## src/rtl/mul_product_accumulator_if.sv

```systemverilog
// mul_product_accumulator_if
// Bundles the product-in and total-out streams of the product accumulator.
//
// Handshake semantics (both streams): a transfer happens on a rising clock
// edge where valid and ready are both 1. Ready/valid driven by the
// accumulator are decoded from its state register only, so neither depends
// combinationally on the opposite side's valid/ready. The producer must hold
// its payload and valid stable until the transfer completes.
//
// Signals:
//   in_valid  - upstream offers `product`
//   in_ready  - accumulator can take a product (ACCUM state)
//   product   - multiplier result, PROD_W bits
//   out_valid - `sum` holds a completed batch total (HOLD state)
//   out_ready - downstream takes the total
//   sum       - running total while accumulating, final total while holding
//   overflow  - sticky saturation flag for the current batch
//
// Modports: slave = accumulator side, master = upstream/downstream side.
interface mul_product_accumulator_if #(
  parameter int PROD_W = 4,
  parameter int ACC_W  = 8
);
  logic              in_valid;
  logic              in_ready;
  logic [PROD_W-1:0] product;
  logic              out_valid;
  logic              out_ready;
  logic [ACC_W-1:0]  sum;
  logic              overflow;

  modport slave (
    input  in_valid, product, out_ready,
    output in_ready, out_valid, sum, overflow
  );

  modport master (
    output in_valid, product, out_ready,
    input  in_ready, out_valid, sum, overflow
  );
endinterface

```

## src/rtl/mul_product_accumulator.sv

```systemverilog
// mul_product_accumulator
// Sums a batch of COUNT multiplier products into a saturating accumulator and
// presents the batch total on an output handshake.
//
// Ports:
//   clk      - system clock, rising edge
//   rst_n    - asynchronous active-low reset
//   clear    - synchronous batch abort (drops running and held totals)
//   bus      - product-in / total-out streams (slave modport)
//   dbg_hold - 1 while the FSM is in HOLD, 0 in ACCUM
module mul_product_accumulator #(
  parameter int PROD_W = 4,
  parameter int ACC_W  = 8,
  parameter int COUNT  = 4
) (
  input  logic                      clk,
  input  logic                      rst_n,
  input  logic                      clear,
  mul_product_accumulator_if.slave  bus,
  output logic                      dbg_hold
);

  localparam int CNT_W = (COUNT > 1) ? $clog2(COUNT) : 1;
  localparam logic [CNT_W-1:0] LAST = CNT_W'(COUNT - 1);

  typedef enum logic {
    ST_ACCUM = 1'b0,
    ST_HOLD  = 1'b1
  } state_t;

  state_t             state_q, state_d;
  logic [ACC_W-1:0]   sum_q, sum_d;
  logic [CNT_W-1:0]   cnt_q, cnt_d;
  logic               ovf_q, ovf_d;

  // One extra bit catches the carry out, which is exactly the saturation case.
  logic [ACC_W:0]     add_full;

  assign add_full = {1'b0, sum_q} + {{(ACC_W + 1 - PROD_W){1'b0}}, bus.product};

  always_comb begin
    state_d = state_q;
    sum_d   = sum_q;
    cnt_d   = cnt_q;
    ovf_d   = ovf_q;

    if (clear) begin
      // Any product offered alongside clear is swallowed: in_ready stays as
      // decoded from state, so upstream sees the transfer complete.
      state_d = ST_ACCUM;
      sum_d   = '0;
      cnt_d   = '0;
      ovf_d   = 1'b0;
    end else begin
      case (state_q)
        ST_ACCUM: begin
          if (bus.in_valid) begin
            if (add_full[ACC_W]) begin
              sum_d = '1;
              ovf_d = 1'b1;
            end else begin
              sum_d = add_full[ACC_W-1:0];
            end
            if (cnt_q == LAST) begin
              cnt_d   = '0;
              state_d = ST_HOLD;
            end else begin
              cnt_d = cnt_q + CNT_W'(1);
            end
          end
        end
        ST_HOLD: begin
          // A product waiting in HOLD is not taken here even if out_ready is
          // high; it is accepted from ACCUM on the following cycle.
          if (bus.out_ready) begin
            state_d = ST_ACCUM;
            sum_d   = '0;
            ovf_d   = 1'b0;
          end
        end
        default: begin
          state_d = ST_ACCUM;
        end
      endcase
    end
  end

  always_ff @(posedge clk or negedge rst_n) begin
    if (!rst_n) begin
      state_q <= ST_ACCUM;
      sum_q   <= '0;
      cnt_q   <= '0;
      ovf_q   <= 1'b0;
    end else begin
      state_q <= state_d;
      sum_q   <= sum_d;
      cnt_q   <= cnt_d;
      ovf_q   <= ovf_d;
    end
  end

  assign bus.in_ready  = (state_q == ST_ACCUM);
  assign bus.out_valid = (state_q == ST_HOLD);
  assign bus.sum       = sum_q;
  assign bus.overflow  = ovf_q;
  assign dbg_hold      = (state_q == ST_HOLD);

endmodule
```

## src/flat_wrapper.sv

```systemverilog
// flat-port wrapper written by rule: the top's interface ports become plain ports
module mul_product_accumulator_flat 
#(
  parameter int PROD_W = 4,
  parameter int ACC_W  = 8,
  parameter int COUNT  = 4
)
  (clk, rst_n, clear, dbg_hold, bus_in_valid, bus_product, bus_out_ready, bus_in_ready, bus_out_valid, bus_sum, bus_overflow);
  mul_product_accumulator_if #(.PROD_W(PROD_W), .ACC_W(ACC_W)) bus_i ();
  input  logic clk;
  input  logic rst_n;
  input  logic clear;
  output logic dbg_hold;
  input wire logic [$bits(bus_i.in_valid)-1:0] bus_in_valid;
  input wire logic [$bits(bus_i.product)-1:0] bus_product;
  input wire logic [$bits(bus_i.out_ready)-1:0] bus_out_ready;
  output wire logic [$bits(bus_i.in_ready)-1:0] bus_in_ready;
  output wire logic [$bits(bus_i.out_valid)-1:0] bus_out_valid;
  output wire logic [$bits(bus_i.sum)-1:0] bus_sum;
  output wire logic [$bits(bus_i.overflow)-1:0] bus_overflow;
  assign bus_i.in_valid = bus_in_valid;
  assign bus_i.product = bus_product;
  assign bus_i.out_ready = bus_out_ready;
  assign bus_in_ready = bus_i.in_ready;
  assign bus_out_valid = bus_i.out_valid;
  assign bus_sum = bus_i.sum;
  assign bus_overflow = bus_i.overflow;
  mul_product_accumulator #(.PROD_W(PROD_W), .ACC_W(ACC_W), .COUNT(COUNT)) u_core (.clk(clk), .rst_n(rst_n), .clear(clear), .bus(bus_i), .dbg_hold(dbg_hold));
endmodule
```

## config.mk

```make
export PLATFORM = sky130hd
export DESIGN_NAME = mul_product_accumulator_flat
export DESIGN_NICKNAME = d
export VERILOG_FILES = /design/src/rtl/mul_product_accumulator_if.sv /design/src/rtl/mul_product_accumulator.sv /design/src/flat_wrapper.sv
export SDC_FILE = /design/constraint.sdc
export NUM_CORES = 1
export LEC_CHECK = 0
export CORE_MARGIN = 2
export CORE_UTILIZATION = 50
export DETAILED_ROUTE_END_ITERATION = 12
export GPL_TIMING_DRIVEN = 1
export PLACE_DENSITY = 0.82
export SETUP_SLACK_MARGIN = 0.1
export SYNTH_ARGS = -nofsm -noshare
export SYNTH_HDL_FRONTEND = slang
export SYNTH_SLANG_ARGS = --single-unit
export TNS_END_PERCENT = 5
```

## constraint.sdc

```tcl
create_clock -name clk -period 3.5 [get_ports clk]
set_clock_uncertainty 0.05 [all_clocks]
set_input_delay 0.525 -clock clk [delete_from_list [all_inputs] [get_ports clk]]
set_output_delay 0.525 -clock clk [all_outputs]
set_load 0.005 [all_outputs]
```

# Word level (Yosys, flattened, before mapping)
# Index checks and enable logic that the tools add are counted.
# Widths: inputs -> output; s select.
op_classes:
  n_addsub: 2
  eq_ne: 5
  n_mux: 19
  reduce_logical: 4
  bitwise: 1
ops:
  columns: ["op", "count"]
  rows:
  - ["$mux 8", 4]
  - ["$pmux 8 s2", 1]
  - ["$add 8x4->9", 1]
  - ["$mux 1", 8]
  - ["$mux 2", 4]
  - ["$ne 3x3->1 const B", 2]
  - ["$pmux 1 s2", 2]
  - ["$reduce_and 2->1", 2]
  - ["$ne 3x2->1 const B", 1]
  - ["$reduce_and 3->1", 1]
  - ["$add 2x1->2 const B", 1]
  - ["$eq 2x2->1 const B", 1]
  - ["$ne 2x2->1 const B", 1]
  - ["$reduce_bool 2->1", 1]
  - ["$not 1->1", 1]
totals:
  output_inout_bits: 12
  elab_cells: 35
  ff_bits: 12
  in_bits: 9

# Depth between registers and ports, before layout
# Gate-level depths: netlist (run 1).
depth:
  depth_word: 5
  mapped_depth: 6

# Worst setup path after synthesis (run 1)
# No wires, ideal clock.
synth_timing:
  path_kind: "in2reg"
  from: "input bus_product[0]"
  to: "register u_core.sum_q[7], in the netlist u_core.bus.sum[7]"
  n_path_buf: 0
  setup_time_ns: 0.120
  arrival_ns: 1.812
  cell_stages: 6
  setup_slack_ns: 1.518
  path_cell_list: "ha_1 fa_1 a211oi_1 or2_1 nand4_1 o211a_1"
synth_via:
  elab_chain_cells: 5
synth_rtl:
  columns: ["element", "line", "rtl"]
  rows:
  - ["from (decl)", "flat_wrapper.sv:15", "input wire logic [$bits(bus_i.product)-1:0] bus_product;"]
  - ["$add 8x4->9", "mul_product_accumulator.sv:39", "assign add_full = {1'b0, sum_q} + {{(ACC_W + 1 - PROD_W){1'b0}}, bus.product};"]
  - ["$mux 8", "mul_product_accumulator.sv:58", "if (add_full[ACC_W]) begin"]
  - ["$mux 8", "mul_product_accumulator.sv:57", "if (bus.in_valid) begin"]
  - ["$pmux 8 s2", "mul_product_accumulator.sv:55", "case (state_q)"]
  - ["$mux 8", "mul_product_accumulator.sv:47", "if (clear) begin"]
  - ["to (signal assigned)", "mul_product_accumulator.sv:96", "sum_q <= sum_d;"]
  - ["to (decl)", "mul_product_accumulator.sv:32", "logic [ACC_W-1:0] sum_q, sum_d;"]
# Every way passes these cells. The select of a mux whose other input is x is not followed.
# A chain may end at the register's enable or synchronous reset.

# Final worst setup path (run 1)
layout_timing:
  from: "input bus_product[0]"
  to: "register u_core.sum_q[4], in the netlist u_core.bus.sum[4]"
# Same word-level chain as after synthesis.

==> metrics, run 1 <==
status complete, no violations; CP cell instances clkdlybuf4s50_1 -> ha_1 -> fa_1 -> a211oi_1 -> or2_1 -> o21ai_1 -> a21oi_1; CP max stage delay 0.43 ns; Final GP Congestion 0.7935; static leakage 0.0004801 uW; Die Y 43.36 um; number of max-cap violations 0; Finished Core Util 68.11%; Post-Syn Area 774.5 um^2; Req. time, crit path 3.66 ns; DR vias/cell 5.974; fmax 449.1 MHz; share of the synthesized area in the top cell type 38.77%; Crit Path Class in2reg; H-tree Lvls 1; Post-DP HPWL 1.341 mm; Syn Nets 95; Synth async-reset ratio 100.0%; drt total wl 1.794 mm; unrepaired setup endpoints after global routing false; Synth area leader dfrtp_1; I/O pin cnt 21; final net count 116; Clk Latency, worst-skew pair 0.28 ns; Vias 693; Slew Limit Fails 0; Antenna Cells 0; largest family of logic cells by synthesized area simple AND/OR/NAND/NOR gates; Fin Hold WS 0.4672 ns; post-DR wirelength/cell 15.47 um; Hold Buf Count CTS 0; Final Critical Period 2.227 ns; largest net degree at the start of global routing 13; pre-CTS setup slack 0.9786 ns; worst r2r path cells 6; total power 342.5 uW; die area 0.001880 mm^2; post-synthesis simple-gate area fraction 24.23%; Routed Antenna Nets 0; initial antenna violation count 0; drt pass-1 iters 4; WP data arrival 2.39 ns; Crit. path cell count 7; layout cells sized above 1 8.000%; Layout area overhead 29.40%; EDFF count, synth 0; total track usage 22.58%; adder-cell share of the synthesized area 10.66%; Buf/Inv on CP 1; Initial DRC Count 11; effective utilization at floorplan 52.64%; worst hold path class reg2reg; GRT overflow 0; Mean Syn Cell Area 9.681 um^2; global-route wire length before repair 3.029 mm; PnR worst setup slack 1.273 ns; CP delay by family, top adder cells; CTS tree done; pwr/cell area 341.7 mW/mm^2; Setup-failing EPs final 0; Top FF cell, synth dfrtp_1; vias in the first global route 667; Slew @ Worst Pin 0.6619 ns; Final period util 63.62%; CP Max Fanout 3; Crit. End Element register; CTS Buf Count 3; final setup TNS 0 ns; Post-CTS Setup Inserts 0; post-cts resize count 0; Yosys reg bits 12; worst hold path cell count 2; mux contribution to synthesized area 2.585%; sequential area share after synthesis 38.77%; die width 43.36 um; Core Box Area 0.001471 mm^2; VDD IR max 0.0002182 V; Startpoint Class input pin; Syn Inst Count 80; # clock sinks 12; slowest stage cell, crit path fa_1; Clock Path Buffers 2; Clk pin slew, worst setup/hold paths 0.08 ns; Core Rows 14; synth top area cells dfrtp_1 (39%), ha_1 (8.1%), nand2_1 (5.3%), nor3b_2 (4.8%), nor2_1 (3.9%); synthesis warning total 0; Distinct cells, synth 33; port bufs 20; complex-gate fraction of the synthesized area 18.42%; post-route DRC violation count 0; Synth Area in XOR/XNOR 1.131%; Root Driver clkbuf_4; Final Hold Fails 0; Relative slew margins 55.68%
==> registers in the layout (all words and copies together) (netlist names) <==
| name | count |
|---|---|
| u_core.bus.out_valid | 1 |
| u_core.bus.overflow | 1 |
| u_core.bus.sum | 8 |
| u_core.cnt_q | 2 |
==> synthesized netlist by cell type, types with 2 or more instances <==
cell type / n
a21o_1: 3
nand2_1: 11
a21oi_1: 4
buf_2: 2
nor2_1: 8
ha_1: 5
a32oi_1: 2
dfrtp_1: 12
nor3b_2: 3
mux2i_1: 2
and3_1: 3
o21ai_1: 4
==> power by group <==
part | total [uW] | switching (uW) | internal, uW | leakage [uW]
sequential | 154 | 7.52 | 146 | 0.000163
clock | 115 | 51.8 | 63.4 | 0.0000210
combinational | 73.6 | 35.1 | 38.5 | 0.000296
total | 342 | 94.4 | 248 | 0.000480
==> cell families after synthesis <==
family	Yosys count
AND/OR/NAND/NOR	33
AO/OA/AOI/OAI	21
flip-flops	12
adder cells (fa/ha/maj)	6
buffers and inverters	5
multiplexers	2
XOR/XNOR	1
==> worst min-delay path, delay by kind of cell, from the launching register on <==
family,cells,cell delay [ns]
flip-flops,1,0.38
AND/OR/NAND/NOR,2,0.11
==> placed cells by master, fill, tap and decap left out, types with 2 or more instances in the layout <==
| cell | n |
|---|---|
| a21o_1 | 3 |
| a21oi_1 | 4 |
| a32oi_1 | 2 |
| and3_1 | 3 |
| clkbuf_4 | 3 |
| clkdlybuf4s50_1 | 20 |
| dfrtp_1 | 12 |
| ha_1 | 5 |
| mux2i_1 | 2 |
| nand2_1 | 11 |
| nor2_1 | 8 |
| nor3b_2 | 3 |
| o21ai_1 | 4 |
==> final timing paths <==
| check | start | slack, ns | to |
|---|---|---|---|
| min reg2reg | u_core.bus.sum[0]$_DFFE_PN0P_ | 0.47 | u_core.bus.sum[0]$_DFFE_PN0P_ |
| max in group asynchronous | rst_n | 2.47 | u_core.cnt_q[0]$_DFFE_PN0P_ |
| max | bus_product[0] | 1.27 | u_core.bus.sum[4]$_DFFE_PN0P_ |
| min | u_core.bus.sum[0]$_DFFE_PN0P_ | 0.47 | u_core.bus.sum[0]$_DFFE_PN0P_ |
| min in group asynchronous | rst_n | 0.55 | u_core.bus.sum[7]$_DFFE_PN0P_ |
| max reg2reg | u_core.bus.sum[0]$_DFFE_PN0P_ | 1.50 | u_core.bus.sum[4]$_DFFE_PN0P_ |
==> final cells by class <==
type                            instances  area [um^2]
Inverter                                1        3.754
Sequential cell                        12        300.3
Multi-Input combinational cell         63        441.7
Fill cell                             123        469.2
Timing Repair Buffer                   20        200.2
Tap cell                               16        20.02
Clock buffer                            4        36.28
==> layer usage <==
layer  GRT usage (%)  part of all wire [%]
met5               0                     0
met4           10.91                   1.5
met3           5.000                   4.1
met2           37.31                    50
met1           27.96                    44
==> metrics by stage <==
step	area, um^2	instances
2_1_floorplan	774.5	80
3_3_place_gp	965.9	112
3_5_place_dp	965.9	112
4_1_cts	1002	116
5_1_grt	1002	116
6_report	1002	116
Power figures use the tool's default switching activity.
==> inputs of run 2 (changes only) <==
--- a/config.mk
+++ b/config.mk
@@ -6,10 +6,10 @@
 export NUM_CORES = 1
 export LEC_CHECK = 0
 export CORE_MARGIN = 2
-export CORE_UTILIZATION = 50
+export CORE_UTILIZATION = 46
 export DETAILED_ROUTE_END_ITERATION = 12
 export GPL_TIMING_DRIVEN = 1
-export PLACE_DENSITY = 0.82
+export PLACE_DENSITY = 0.77
 export SETUP_SLACK_MARGIN = 0.1
 export SYNTH_ARGS = -nofsm -noshare
 export SYNTH_HDL_FRONTEND = slang
==> constraint.sdc (replaced) <==
create_clock -name clk -period 2.2 [get_ports clk]
set_clock_uncertainty 0.05 [all_clocks]
set_input_delay 0.33 -clock clk [delete_from_list [all_inputs] [get_ports clk]]
set_output_delay 0.33 -clock clk [all_outputs]
set_load 0.005 [all_outputs]
==> run 2 against run 1 <==
Combinational power increased by 71%. Register-to-register slack got worse by 1.3 ns. Critical endpoint is now u_core.bus.sum[7]$_DFFE_PN0P_. Clock power increased by 50%. Critical path type unchanged. Sequential cell count unchanged. Sequential power increased by 58%. First-iteration DRC count increased by 55%. Core utilization decreased by 1.3 points. Global-route usage decreased by 2.6 points. Die area increased by 7.9%. Worst setup slack got worse by 1.1 ns. Power increased by 59%.
==> metrics, run 2 (synthesis results as in run 1) <==
status complete, no violations (unchanged); CP Max Fanout 3 (unchanged); number of max-cap violations 0 (unchanged); Initial DRC Count 17 (was 11); total power 543.0 uW (was 342.5 uW); placed cells 115 (was 112); CP delay by family, top adder cells (unchanged); number of flip-flops under the largest register name 8 (unchanged); worst r2r path cells 6 (unchanged); Post-DP HPWL 1.408 mm (was 1.341 mm); DR vias/cell 6.059 (was 5.974); Post-CTS Setup Inserts 0 (unchanged); Critical Path Source bus_product[0] (unchanged); VDD IR max 0.0004327 V (was 0.0002182 V); CP max stage delay 0.44 ns (was 0.43 ns); Final Hold Fails 0 (unchanged); Startpoint Class input pin (unchanged); reg2reg start u_core.bus.sum[0]$_DFFE_PN0P_ (unchanged); met1 wire length 749 um (was 788 um); Final period util 91.06%; pwr/cell area 527.3 mW/mm^2 (was 341.7 mW/mm^2); initial antenna violation count 0 (unchanged); effective utilization at floorplan 50.24% (was 52.64%); layout cells sized above 1 11.65% (was 8.000%); Crit. End Element register (unchanged); post-route DRC violation count 0 (unchanged); Routed Antenna Nets 0 (unchanged); Crit Path Class in2reg (unchanged); I/O pin cnt 21 (unchanged); Final GP Congestion 0.7771 (was 0.7935); GRT overflow 0 (unchanged); port bufs 20 (unchanged); static leakage 0.0004964 uW (was 0.0004801 uW); CTS tree done (unchanged); CP cell instances clkdlybuf4s50_1 -> ha_1 -> fa_1 -> a211oi_2 -> or2_1 -> nand4_1 -> o211a_1 (was clkdlybuf4s50_1 -> ha_1 -> fa_1 -> a211oi_1 -> or2_1 -> o21ai_1 -> a21oi_1); most frequent cells in the layout clkdlybuf4s50_1 (20), dfrtp_1 (12), nand2_1 (11) (unchanged); Final Critical Period 2.003 ns; Req. time, crit path 2.32 ns (was 3.66 ns); Detail Route met3 WL 87 um (was 74 um); final net count 119 (was 116); post-DR wirelength/cell 15.08 um (was 15.47 um); Relative slew margins 62.50% (was 55.68%); Hold Buf Count CTS 0 (unchanged); Crit. path cell count 7 (unchanged); fmax 499.2 MHz; worst r2r dst u_core.bus.sum[7]$_DFFE_PN0P_ (was u_core.bus.sum[4]$_DFFE_PN0P_); Clk pin slew, worst setup/hold paths 0.07 ns (was 0.08 ns); Root Driver clkbuf_4 (unchanged); # clock sinks 12 (unchanged); Vias 721 (was 693); Post-Layout Cell Count 119 (was 116); Antenna Cells 0 (unchanged); unrepaired setup endpoints after global routing false (unchanged); Die Y 45.03 um (was 43.36 um); Clk Latency, worst-skew pair 0.27 ns (was 0.28 ns); Slew @ Worst Pin 0.5607 ns (was 0.6619 ns); drt total wl 1.794 mm (unchanged); Layout area overhead 32.96% (was 29.40%); WP data arrival 2.12 ns (was 2.39 ns); die width 45.03 um (was 43.36 um); die area 0.002028 mm^2 (was 0.001880 mm^2); Worst Setup EP u_core.bus.sum[7]$_DFFE_PN0P_ (was u_core.bus.sum[4]$_DFFE_PN0P_); Core Box Area 0.001541 mm^2 (was 0.001471 mm^2); H-tree Lvls 1 (unchanged); vias in the first global route 668 (was 667); post-cts resize count 0 (unchanged); CTS Buf Count 3 (unchanged); total track usage 19.97% (was 22.58%); met2 WL post-DR 943 um (was 904 um); Clock Path Buffers 2 (unchanged); most common cell after layout, fill and taps aside clkdlybuf4s50_1 (unchanged); slowest stage cell, crit path fa_1 (unchanged); Setup-failing EPs final 0 (unchanged); Core Rows 14 (unchanged); worst hold path class in2async (was reg2reg); drt pass-1 iters 4 (unchanged); internal reg-to-reg setup slack 0.24 ns (was 1.50 ns); global-route wire length before repair 2.856 mm (was 3.029 mm); Top Layer Used met4 (unchanged); largest net degree at the start of global routing 13 (unchanged); Slew Limit Fails 0 (unchanged); Buf/Inv on CP 1 (unchanged)
[run 2: area by class of cell]
type / count / area (um^2)
timing repair buffer: 23 / 222.7
multi-input combinational: 63 / 446.7
inverter: 1 / 3.754
sequential: 12 / 300.3
clock buffer: 4 / 36.28
tap: 16 / 20.02
fill: 135 / 511.7
[run 2: worst min-delay path by stage]
stage / startpoint / slack [ns] / end / depth (start not counted)
after floorplan: rst_n / -0.02 / u_core.bus.out_valid$_DFF_PN0_ / 0
after global placement: u_core.bus.sum[0]$_DFFE_PN0P_ / 0.44 / u_core.bus.sum[0]$_DFFE_PN0P_ / 2
after detailed placement: u_core.bus.sum[0]$_DFFE_PN0P_ / 0.46 / u_core.bus.sum[0]$_DFFE_PN0P_ / 2
after CTS: rst_n / 0.37 / u_core.bus.sum[4]$_DFFE_PN0P_ / 1
after global routing: rst_n / 0.41 / u_core.bus.sum[4]$_DFFE_PN0P_ / 1
final: rst_n / 0.37 / u_core.bus.sum[6]$_DFFE_PN0P_ / 1
[run 2: layer usage]
layer	up-vias	global-route usage, %
li1	337	-
met1	360	22.67
met2	22	35.43
met3	2	7.600
met4	0	4.118
met5	-	0
[run 2: metrics by stage]
step / utilization [%] / area (um^2) / hold WS, ns / TNS, ns / setup WS (ns)
floorplan: - / 774.5 / -0.01559 / 0 / 0.3194
global placement: 64.12 / 988.4 / 0.4381 / -0.3312 / -0.08457
detailed placement: 64.12 / 988.4 / 0.4649 / -0.8269 / -0.1533
CTS: 66.48 / 1025 / 0.3739 / 0 / 0.1232
global route: 66.80 / 1030 / 0.4144 / 0 / 0.1471
finish: 66.80 / 1030 / 0.3652 / 0 / 0.1967
[run 2: report_power, final]
| group | total, uW | internal [uW] | leakage [uW] | switching (uW) |
|---|---|---|---|---|
| clock network | 173 | 101 | 0.0000210 | 72.3 |
| logic | 126 | 66.9 | 0.000312 | 58.7 |
| registers | 244 | 233 | 0.000163 | 11.8 |
==> inputs of run 3 (changes only) <==
==> constraint.sdc (replaced) <==
create_clock -name clk -period 2.2 [get_ports clk]
set_clock_uncertainty 0.05 [all_clocks]
set_input_delay 0.44 -clock clk [delete_from_list [all_inputs] [get_ports clk]]
set_output_delay 0.44 -clock clk [all_outputs]
set_load 0.005 [all_outputs]
==> run 3 against run 2 <==
Fmax is 0.59% lower. Clock power is 4% higher. Combinational power hardly changed. Non-clock buffer count stayed put. First-iteration DRC count is 71% higher. Worst setup slack worse by 0.012 ns. Critical path depth stayed put. Routed wire length is 1.1% lower. Via count is 4.2% lower. Power is 1.1% higher. Sequential cell count stayed put. Highest routed layer unchanged.
==> metrics, run 3 (synthesis results as in run 1) <==
Clk pin slew, worst setup/hold paths 0.08 ns (was 0.07 ns); I/O pin cnt 21 (unchanged); final net count 119 (unchanged); post-route DRC violation count 0 (unchanged); initial antenna violation count 0 (unchanged); H-tree Lvls 1 (unchanged); Slew @ Worst Pin 0.5482 ns (was 0.5607 ns); Core Box Area 0.001541 mm^2 (unchanged); Final Critical Period 2.015 ns (was 2.003 ns); worst hold path class in2async (unchanged); GRT overflow 0 (unchanged); placed cell areas 988.4 um^2 (unchanged); total power 548.9 uW (was 543.0 uW); Finished Core Util 66.96% (was 66.80%); post-DR wirelength/cell 14.92 um (was 15.08 um); unrepaired setup endpoints after global routing false (unchanged); most common cell after layout, fill and taps aside clkdlybuf4s50_1 (unchanged); port bufs 20 (unchanged); Req. time, crit path 2.30 ns (was 2.32 ns); Final period util 91.60% (was 91.06%); reg2reg start u_core.bus.sum[0]$_DFFE_PN0P_ (unchanged); Post-CTS Setup Inserts 0 (unchanged); Root Driver clkbuf_4 (unchanged); Antenna Cells 0 (unchanged); VDD IR max 0.0003771 V (was 0.0004327 V); DR vias/cell 5.807 (was 6.059); static leakage 0.0004949 uW (was 0.0004964 uW); Final GP Congestion 0.7754 (was 0.7771); Layout area overhead 33.28% (was 32.96%); Relative slew margins 63.34% (was 62.50%); internal reg-to-reg setup slack 0.34 ns (was 0.24 ns); Vias 691 (was 721); area occupied by multi-input gates 449.2 um^2 (was 446.7 um^2); layout cells sized above 1 12.62% (was 11.65%); Critical Path Source bus_product[0] (unchanged); total track usage 20.63% (was 19.97%); Core Rows 14 (unchanged); register area 300.3 um^2 (unchanged); die area 0.002028 mm^2 (unchanged); most frequent cells in the layout clkdlybuf4s50_1 (20), dfrtp_1 (12), nand2_1 (11) (unchanged); Hold Buf Count CTS 0 (unchanged); # clock sinks 12 (unchanged); effective utilization at floorplan 50.24% (unchanged); Crit. End Element register (unchanged); Final Hold Fails 0 (unchanged); worst r2r dst u_core.bus.sum[6]$_DFFE_PN0P_ (was u_core.bus.sum[7]$_DFFE_PN0P_); drt total wl 1.775 mm (was 1.794 mm); worst r2r path cells 6 (unchanged); drt pass-1 iters 4 (unchanged); number of flip-flops under the largest register name 8 (unchanged); global-route wire length before repair 2.980 mm (was 2.856 mm); Clk Latency, worst-skew pair 0.28 ns (was 0.27 ns); fillers 136 (was 135); Initial DRC Count 29 (was 17); WP data arrival 2.12 ns (about the same); Slew Limit Fails 0 (unchanged); Post-DP HPWL 1.424 mm (was 1.408 mm); fmax 496.2 MHz (was 499.2 MHz); largest net degree at the start of global routing 13 (unchanged); Final Cell Area 0.001032 mm^2 (was 0.001030 mm^2); status complete, no violations (unchanged); pwr/cell area 531.7 mW/mm^2 (was 527.3 mW/mm^2); CP Max Fanout 3 (unchanged); Fin Hold WS 0.4596 ns (was 0.3652 ns); Routed Antenna Nets 0 (unchanged); final setup TNS 0 ns (unchanged); Crit Path Class in2reg (unchanged); CTS Buf Count 3 (unchanged); Clock Path Buffers 2 (unchanged); Worst Setup EP u_core.bus.sum[6]$_DFFE_PN0P_ (was u_core.bus.sum[7]$_DFFE_PN0P_); Die Y 45.03 um (unchanged); die width 45.03 um (unchanged); Startpoint Class input pin (unchanged); number of max-cap violations 0 (unchanged); CTS tree done (unchanged); Setup-failing EPs final 0 (unchanged); vias in the first global route 656 (was 668)
-- run 3: cell counts in the layout (fill, tap and decap cells not counted) --
Identical to the previous run, type by type.
-- run 3: worst min-delay path by stage --
stage                                           to  slack, ns  cells after the start
floorplan           u_core.bus.out_valid$_DFF_PN0_       0.09                      0
CTS                  u_core.bus.sum[0]$_DFFE_PN0P_       0.47                      2
global placement     u_core.bus.sum[0]$_DFFE_PN0P_       0.44                      2
global route         u_core.bus.sum[6]$_DFFE_PN0P_       0.50                      1
finish               u_core.bus.sum[7]$_DFFE_PN0P_       0.46                      1
detailed placement   u_core.bus.sum[0]$_DFFE_PN0P_       0.45                      2
-- run 3: final cells by class --
cell class	count	share of cell area [%]
well taps	16	1.939
flip-flops and latches	12	29.09
inverters	1	0.3636
multi-input cells	63	43.52
repair buffers	23	21.58
clock buffers	4	3.515
-- run 3: repair_timing --
| item | CTS | global route |
|---|---|---|
| setup endpoints to repair | 4 | 3 |
| pin swaps | 0 | 2 |
| resized for setup | 1 | 1 |
-- run 3: stage by stage --
stage                     std cells  setup slack (ns)
after floorplan                  80            0.3029
after global placement          115           -0.1958
after detailed placement        115           -0.2585
after CTS                       119            0.1040
after global routing            119            0.1147
final                           119            0.1848
-- run 3: worst max-delay path, stage by stage --
cell,delay [ns]
clkdlybuf4s50_1,0.41
ha_1,0.22
fa_2,0.37
a21o_1,0.19
a21o_1,0.18
a41oi_1,0.23
a21oi_1,0.07
-- run 3: routing by layer --
layer  track usage (%)  routed length [um]  up-vias
met5                 0                   0        -
li1                  -                   -      342
met2             34.86                 925       25
met1             27.20                 736      322
met4             7.059                  19        0
met3             2.400                  94        2
-- run 3: report_power, final --
part	switching [uW]	internal (uW)	total, uW
clock	79.1	101	180
sequential	12.5	233	245
combinational	56.7	67.4	124
